File: src/rtl/obstacle_play_engine.sv
`default_nettype none
// ============================================================================
// Module      : obstacle_play_engine
// Description : Gameplay core for the obstacle runner. Scrolls a one-row
//               obstacle field toward the player in column 0 and applies
//               jump input. Reports win/dead status to the screen controller.
//               Runs only while i_play is high; any drop of i_play returns
//               the engine to IDLE with all run state cleared.
// Ports       : clk, reset      - clock, synchronous active-high reset
//               i_play          - high while the controller is in play
//               i_tick          - one-cycle frame pulse
//               i_jump          - one-cycle debounced button pulse
//               o_win / o_dead  - level status (never both high)
//               o_obstacles     - obstacle map, bit 0 = player column
//               o_airborne      - player is in the air
//               o_distance      - scroll steps completed this run
//               o_step          - one-cycle pulse after each scroll step
// Revision    : 1.0 - initial release
// ============================================================================
module obstacle_play_engine #(
    parameter int         COLS           = 16,
    parameter int         WIN_DIST       = 256,
    parameter int         TICKS_PER_STEP = 4,
    parameter int         JUMP_STEPS     = 3,
    parameter int         MIN_GAP        = 3,
    parameter logic [7:0] LFSR_SEED      = 8'hA5
) (
    input  logic            clk,
    input  logic            reset,
    input  logic            i_play,
    input  logic            i_tick,
    input  logic            i_jump,
    output logic            o_win,
    output logic            o_dead,
    output logic [COLS-1:0] o_obstacles,
    output logic            o_airborne,
    output logic [15:0]     o_distance,
    output logic            o_step
);

    localparam int TW = (TICKS_PER_STEP > 1) ? $clog2(TICKS_PER_STEP) : 1;
    localparam int AW = $clog2(JUMP_STEPS + 1);
    localparam int GW = (MIN_GAP > 0) ? $clog2(MIN_GAP + 1) : 1;

    localparam logic [TW-1:0] c_tick_last = TW'(TICKS_PER_STEP - 1);
    localparam logic [AW-1:0] c_jump      = AW'(JUMP_STEPS);
    localparam logic [GW-1:0] c_gap       = GW'(MIN_GAP);
    localparam logic [15:0]   c_win_dist  = 16'(WIN_DIST);

    typedef enum logic [1:0] {
        S_IDLE    = 2'd0,
        S_RUN     = 2'd1,
        S_WON     = 2'd2,
        S_CRASHED = 2'd3
    } state_t;

    state_t          r_state;
    logic [7:0]      r_lfsr;
    logic [COLS-1:0] r_obs;
    logic [15:0]     r_distance;
    logic [AW-1:0]   r_air_cnt;
    logic [TW-1:0]   r_tick_cnt;
    logic [GW-1:0]   r_gap_cnt;
    logic            r_win;
    logic            r_dead;
    logic            r_step;

    logic            w_lfsr_fb;
    logic            w_jump_load;
    logic            w_scroll;
    logic            w_new_bit;
    logic [COLS-1:0] w_nxt_obs;
    logic [AW-1:0]   w_air_after;
    logic [GW-1:0]   w_gap_nxt;
    logic [15:0]     w_dist_nxt;

    // x^8 + x^6 + x^5 + x^4 + 1, shifting toward the MSB
    assign w_lfsr_fb   = r_lfsr[7] ^ r_lfsr[5] ^ r_lfsr[4] ^ r_lfsr[3];

    // A jump is accepted only on the ground; no buffering while airborne
    assign w_jump_load = i_jump && (r_air_cnt == '0);
    assign w_scroll    = i_tick && (r_tick_cnt == c_tick_last);

    // The gap counter enforces MIN_GAP empty columns between obstacles
    assign w_new_bit   = r_lfsr[0] && (r_gap_cnt >= c_gap);
    assign w_nxt_obs   = {w_new_bit, r_obs[COLS-1:1]};
    assign w_gap_nxt   = w_new_bit ? '0 :
                         (r_gap_cnt >= c_gap) ? c_gap : r_gap_cnt + 1'b1;

    // A jump loaded on a scroll step wins over that step's decrement
    assign w_air_after = w_jump_load         ? c_jump :
                         (r_air_cnt != '0)   ? r_air_cnt - 1'b1 : '0;
    assign w_dist_nxt  = r_distance + 16'd1;

    always_ff @(posedge clk) begin
        if (reset) begin
            r_lfsr     <= LFSR_SEED;
            r_state    <= S_IDLE;
            r_obs      <= '0;
            r_distance <= '0;
            r_air_cnt  <= '0;
            r_tick_cnt <= '0;
            r_gap_cnt  <= '0;
            r_win      <= 1'b0;
            r_dead     <= 1'b0;
            r_step     <= 1'b0;
        end else begin
            // Free-running in every state so run contents depend on menu time
            r_lfsr <= {r_lfsr[6:0], w_lfsr_fb};
            r_step <= 1'b0;

            // IDLE always clears; a play drop in any other state returns
            // here with the same clear, ahead of all run activity.
            if (r_state == S_IDLE || !i_play) begin
                r_obs      <= '0;
                r_distance <= '0;
                r_air_cnt  <= '0;
                r_tick_cnt <= '0;
                r_gap_cnt  <= '0;
                r_win      <= 1'b0;
                r_dead     <= 1'b0;
                r_state    <= (r_state == S_IDLE && i_play) ? S_RUN : S_IDLE;
            end else if (r_state == S_RUN) begin
                if (w_scroll) begin
                    r_tick_cnt <= '0;
                    r_obs      <= w_nxt_obs;
                    r_gap_cnt  <= w_gap_nxt;
                    r_air_cnt  <= w_air_after;
                    r_distance <= w_dist_nxt;
                    r_step     <= 1'b1;
                    // Collision is checked first so dead beats win
                    if (w_nxt_obs[0] && (w_air_after == '0)) begin
                        r_state <= S_CRASHED;
                        r_dead  <= 1'b1;
                    end else if (w_dist_nxt == c_win_dist) begin
                        r_state <= S_WON;
                        r_win   <= 1'b1;
                    end
                end else begin
                    if (i_tick) begin
                        r_tick_cnt <= r_tick_cnt + 1'b1;
                    end
                    if (w_jump_load) begin
                        r_air_cnt <= c_jump;
                    end
                end
            end
            // WON / CRASHED hold everything while play stays high
        end
    end

    assign o_win       = r_win;
    assign o_dead      = r_dead;
    assign o_obstacles = r_obs;
    assign o_airborne  = (r_air_cnt != '0);
    assign o_distance  = r_distance;
    assign o_step      = r_step;

endmodule
`default_nettype wire

File: config.mk
export PLATFORM = sky130hd
export DESIGN_NAME = obstacle_play_engine
export DESIGN_NICKNAME = d
export VERILOG_FILES = /design/src/rtl/obstacle_play_engine.sv
export SDC_FILE = /design/constraint.sdc
export NUM_CORES = 1
export LEC_CHECK = 0
export ABC_CLOCK_PERIOD_IN_PS = 3600
export CAP_MARGIN = 20
export CORE_MARGIN = 2
export CORE_UTILIZATION = 37
export DETAILED_ROUTE_END_ITERATION = 8
export PLACE_DENSITY = 0.62
export SYNTH_ARGS = -nofsm -noshare
export SYNTH_HDL_FRONTEND = slang
export SYNTH_SLANG_ARGS = --single-unit
File: constraint.sdc
create_clock -name clk -period 3.6 [get_ports clk]
set_clock_uncertainty 0.2 [all_clocks]
set_input_delay 0.72 -clock clk [delete_from_list [all_inputs] [get_ports clk]]
set_output_delay 0.72 -clock clk [all_outputs]
set_load 0.02 [all_outputs]
==> results.py <==
metrics = {
    "sta": {
        "fin_crit_ns": 2.50,
        "slew-limit-headroom_pct": 38.6,
        "worst_slew_pin_slew_ns": 0.920,
        "slew_viol_final": 0,
        "finalHoldViolations": 0,
        "finalCritPeriodShare_pct": 69.3,
        "rsz0062_at_grt": "no",
        "fin_tns_setup_ns": 0,
        "fmax_mhz": 401,
        "setup_viol": 0,
    },
    "drt": {
        "wl_um": 4680,
        "detail_route.iter0.violations": 75,
        "postRouteAntennaNets": 0,
        "highest_layer": "met4",
        "vias": 1898,
        "routed_via_density": 5.01,
        "drc": 0,
        "dr.pass1.iters": 4,
        "m1WireLength_um": 2360,
        "wl_per_cell_um": 12.3,
        "wl_met2_um": 2090,
        "wl_met3_um": 163,
    },
    "yosys": {
        "synth-async-reset-ratio_pct": 0,
        "synth.net_count": 274,
        "synth-seq-area-share_pct": 45.6,
        "yosysUniqueCellTypes": 38,
        "synthFlopType": "dfxtp_1",
        "yosys_warnings": 0,
        "syn_inst": 266,
        "synth.cell_area_sq_mm": 0.00224,
        "avgSynthCellArea_sq_um": 8.41,
        "synth-seq-cells": 51,
        "synth-edff-count": 0,
    },
    "setup_path": {
        "crit_fanout": 10,
        "critPathBufInv": 1,
        "critPathArrivalTime_ns": 1.58,
        "crit_family": "buffers and inverters",
        "crit_chain": "clkdlybuf4s50_1",
        "end_kind": "primary output",
        "required_ns": 2.68,
        "crit_type": "register to primary output",
        "cp-start-kind": "register",
        "critPathSlowestCell": "clkdlybuf4s50_1",
        "worst-r2r-cell-count": 7,
        "critPathMaxStageDelay_ns": 0.68,
        "cp.depth": 1,
    },
    "cts": {
        "cts_tree": "built",
        "cts_resized": 0,
        "clock-sinks": 51,
        "clk_latency_ns": 0.31,
        "cts_buffers": 5,
        "clk_pin_slew_worst_paths_ns": 0.10,
        "cts-htree-levels": 2,
        "cts_buffer_depth": 2,
        "root_buffer": "clkbuf_8",
        "cts_setup_buffers": 0,
        "cts_hold_repair.buffers": 0,
    },
    "global_routing": {
        "grt_usage_pct": 15.1,
        "grt_max_degree": 27,
        "grt_pass1_vias": 1759,
        "antenna_found_initial": 0,
        "grt_remaining_overflow": 0,
        "grt_pass1_wl_um": 8000,
    },
    "die": {
        "die_h_um": 81.8,
        "io-pin-count": 41,
        "coreArea_sq_mm": 0.00589,
        "die_area_sq_mm": 0.00668,
        "initial_core_util_pct": 38.0,
        "rows": 28,
        "die_width_um": 81.8,
    },
    "layout": {
        "final_cell_mix": "51 x dfxtp_1, 42 x nand2_1, 40 x clkdlybuf4s50_1",
        "diodes": 0,
        "fin_nets": 311,
        "area_delta_synth_final_pct": 24.8,
        "final_common_cell": "dfxtp_1",
        "finalNonFillerCells": 379,
        "drive_gt1_share_pct": 7.89,
    },
    "placed_design": {
        "gp_congestion": 0.797,
        "io_buffers": 40,
        "hpwl_um": 3220,
        "dpl.cell_count": 371,
    },
    "power": {
        "pwr-share-seq_pct": 60.7,
        "swShare_pct": 23.7,
        "p_comb_share_pct": 3.7,
        "ir_drop_v": 0.000206,
        "p_leak_nw": 0.905,
        "power_density_mw_per_mm2": 343,
        "switchingPower_mw": 0.226,
        "power.share.clock_pct": 35.7,
        "internal_power_mw": 0.730,
    },
    "worst_hold_path": {
        "hp-class": "register to register",
        "hold_depth": 1,
    },
    "run": {
        "maxCapViolations": 0,
    },
    "outcome": {
        "status": "finished clean",
    },
}
## cell usage after synthesis, types with 5 or more instances
| library cell | count | share of area (%) |
|---|---|---|
| a21oi_1 | 29 | 6.5 |
| clkbuf_1 | 9 | 1.5 |
| dfxtp_1 | 51 | 46 |
| inv_1 | 9 | 1.5 |
| nand2_1 | 42 | 7.0 |
| nand3_1 | 8 | 1.8 |
| nor2_1 | 27 | 4.5 |
| nor2b_1 | 5 | 1.4 |
| nor3_1 | 5 | 1.1 |
| nor4_1 | 5 | 1.4 |
| o21ai_0 | 9 | 2.0 |
| or2_2 | 5 | 1.4 |
| xnor2_1 | 13 | 5.1 |
| xor2_1 | 8 | 3.1 |
## power by group through the flow
stage	sequential, mW	clock, mW	combinational (mW)
2_1_floorplan	0.590	0	0.0270
3_3_place_gp	0.594	0	0.0345
3_5_place_dp	0.593	0	0.0355
4_1_cts	0.581	0.355	0.0354
5_1_grt	0.583	0.373	0.0397
6_report	0.580	0.341	0.0352
## area by class of cell
| type | instances | area [sq um] |
|---|---|---|
| Clock inverter | 3 | 23.8 |
| Timing Repair Buffer | 44 | 430 |
| Multi-Input combinational cell | 192 | 1120 |
| Inverter | 9 | 33.8 |
| Tap cell | 75 | 93.8 |
| Sequential cell | 51 | 1020 |
| Clock buffer | 5 | 68.8 |
| Fill cell | 593 | 3090 |
## worst paths after layout
| path | start | to | slack, ns |
|---|---|---|---|
| hold reg to reg | r_lfsr[6] | r_lfsr[7] | 0.22 |
| hold / removal | r_lfsr[6] | r_lfsr[7] | 0.22 |
| setup / recovery | o_distance[4] | o_distance[4] | 1.10 |
| setup reg to reg | o_distance[0] | r_state[0] | 1.22 |
## kinds of logic after synthesis
kind of cell	synth area share (%)
multiplexers	1.40
XOR/XNOR	8.22
flip-flops	45.6
AND/OR/NAND/NOR	27.2
AO/OA/AOI/OAI	11.4
adder cells (fa/ha/maj)	1.68
buffers and inverters	4.42
## state kept, by name, summed over array words and instances (netlist names)
register     count
r_lfsr           8
o_dead           1
o_distance      16
r_state          2
o_obstacles     16
r_gap_cnt        2
r_air_cnt        2
r_tick_cnt       2
o_win            1
o_step           1
## worst register-to-register path, cell delays in order, from the launching register on
cell and delay (ns):
dfxtp_1 0.49, ha_1 0.30, nand3_1 0.17, nor4_2 0.27, mux2_2 0.19, nand4_1 0.11, nor4_2 0.40, o22ai_1 0.14
## routing by layer
| metal | GRT usage [%] | vias to the layer above |
|---|---|---|
| li1 | - | 967 |
| met1 | 20.9 | 882 |
| met2 | 23.5 | 40 |
| met3 | 3.19 | 9 |
| met4 | 5.00 | 0 |
| met5 | 0 | - |
## per-stage QoR
stage / util, % / power [mW] / cell area, sq um / hold slack, ns / setup WS, ns
6_report: 47.4 / 0.957 / 2790 / 0.219 / 1.10
5_1_grt: 47.4 / 0.995 / 2790 / 0.261 / 0.995
3_5_place_dp: 45.9 / 0.629 / 2700 / 0.198 / 0.850
2_1_floorplan: - / 0.617 / 2240 / 0.189 / 1.35
4_1_cts: 47.4 / 0.971 / 2790 / 0.222 / 1.09
3_3_place_gp: 45.9 / 0.628 / 2700 / 0.196 / 0.900
Power figures use the tool's default switching activity.
==> patch (same flow settings) <==
Change the parameter `COLS` from 16 to 32.
--- a/src/rtl/obstacle_play_engine.sv
+++ b/src/rtl/obstacle_play_engine.sv
@@ -20,3 +20,3 @@
 module obstacle_play_engine #(
-    parameter int         COLS           = 16,
+    parameter int         COLS           = 32,
     parameter int         WIN_DIST       = 256,
Interface: changed (resized o_obstacles); port bits go from 41 to 57. The function was not compared with the original's and may differ.
==> patch against the original RTL <==
  * Sequential power increased by 30%
  * Area after synthesis increased by 26%
  * Routed wire length up 36%
  * Sequential cell count up 16
  * Total power rose by 37%
  * Register-to-register slack worse by 290 ps
  * Design area is 28% higher
  * Setup slack got worse by 180 ps
  * Highest routed layer unchanged
==> patch: results (changes against the original RTL) <==
{| class="wikitable"
! Metric !! Value
|-
| Result of the run || complete, no violations
|-
| Count of port buffers added during placement || 56 (+40%)
|-
| First-pass GRT wire length || 10600 um (+33%)
|-
| Post-synthesis share of cell area spent on xor and xnor gates || 5.89% (-2.3 points)
|-
| Sw Share || 22.3% (-1.3 points)
|-
| Post-synthesis compound-gate area fraction || 13.6% (+2.2 points)
|-
| Largest net degree at the start of global routing || 41 (+52%)
|-
| Comb pwr || 33.0 uW (-6.2%)
|-
| Adder-Cell Fraction of Synth Area || 1.33% (-0.35 points)
|-
| Detailed-route vias per instance || 5.02 (+0.21%)
|-
| Number of nets in the layout || 394 (+27%)
|-
| Met3 demand-to-capacity share in global routing || 7.55% (+4.4 points)
|-
| Relative area change from synthesis to final layout || 27.0%
|-
| Insertion delay to the later sink of the worst-skew pair || 340 ps (+30 ps)
|-
| FF-to-FF setup slack || 930 ps (-290 ps)
|-
| GRT met2 Usage || 22.5% (-0.95 points)
|-
| Cell leakage power || 1.10 nW (+22%)
|-
| Met1 Resource Use GR || 20.2% (-0.69 points)
|-
| Length of routed met3 wiring || 543 um (+230%)
|-
| Clock transition at path regs || 70 ps (-30 ps)
|-
| Via count of the first global-routing pass || 2318 (+32%)
|-
| Proportion of layout cells with a drive suffix above 1 || 7.16% (-0.73 points)
|-
| Sequential cell power || 756 uW (+30%)
|-
| Final HPWL DP || 4220 um (+31%)
|-
| Leading post-synthesis cells by cell area || sky130_fd_sc_hd__dfxtp_1, sky130_fd_sc_hd__nand2_1, sky130_fd_sc_hd__a21oi_1
|-
| Data arrival time at the worst-slack endpoint || 2720 ps (+1140 ps)
|-
| Worst slack on hold paths || 216 ps (-2.64 ps)
|-
| Internal power contribution || 1.02 mW (+39%)
|-
| Number of levels the H-tree was split into || 3 (+1)
|-
| Capturing point of the worst reg2reg path || r_state[1]$_SDFFE_PP0P_
|-
| Post-DP Area || 3430 um2 (+27%)
|-
| Portion of the post-synthesis area used by sequential elements || 47.5% (+1.8 points)
|-
| Slowest cell on crit path || sky130_fd_sc_hd__dfxtp_1
|-
| DRC marker count from the first detailed-route iteration || 91 (+21%)
|-
| Worst setup timing slack at the placement stage || 915 ps (+65.0 ps)
|}
## patch: cell types whose count changed after synthesis, moves of 4 or more
| cell | before | now |
|---|---|---|
| sky130_fd_sc_hd__nand4_1 | 4 | 9 |
| sky130_fd_sc_hd__nand2_1 | 42 | 77 |
| sky130_fd_sc_hd__xnor2_1 | 13 | 9 |
| sky130_fd_sc_hd__a31oi_1 | 1 | 5 |
| sky130_fd_sc_hd__dfxtp_1 | 51 | 67 |
| sky130_fd_sc_hd__buf_2 | 1 | 12 |
| sky130_fd_sc_hd__inv_1 | 9 | 4 |
| sky130_fd_sc_hd__a21oi_1 | 29 | 43 |
| sky130_fd_sc_hd__nor2_1 | 27 | 23 |
## patch: cell type report
cell class | instances | share of cell area, %
clock buffers | 14 | 3.98
multi-input cells | 244 | 37.9
clock inverters | 2 | 0.349
well taps | 99 | 3.45
flip-flops and latches | 67 | 37.4
repair buffers | 60 | 16.5
inverters | 4 | 0.419
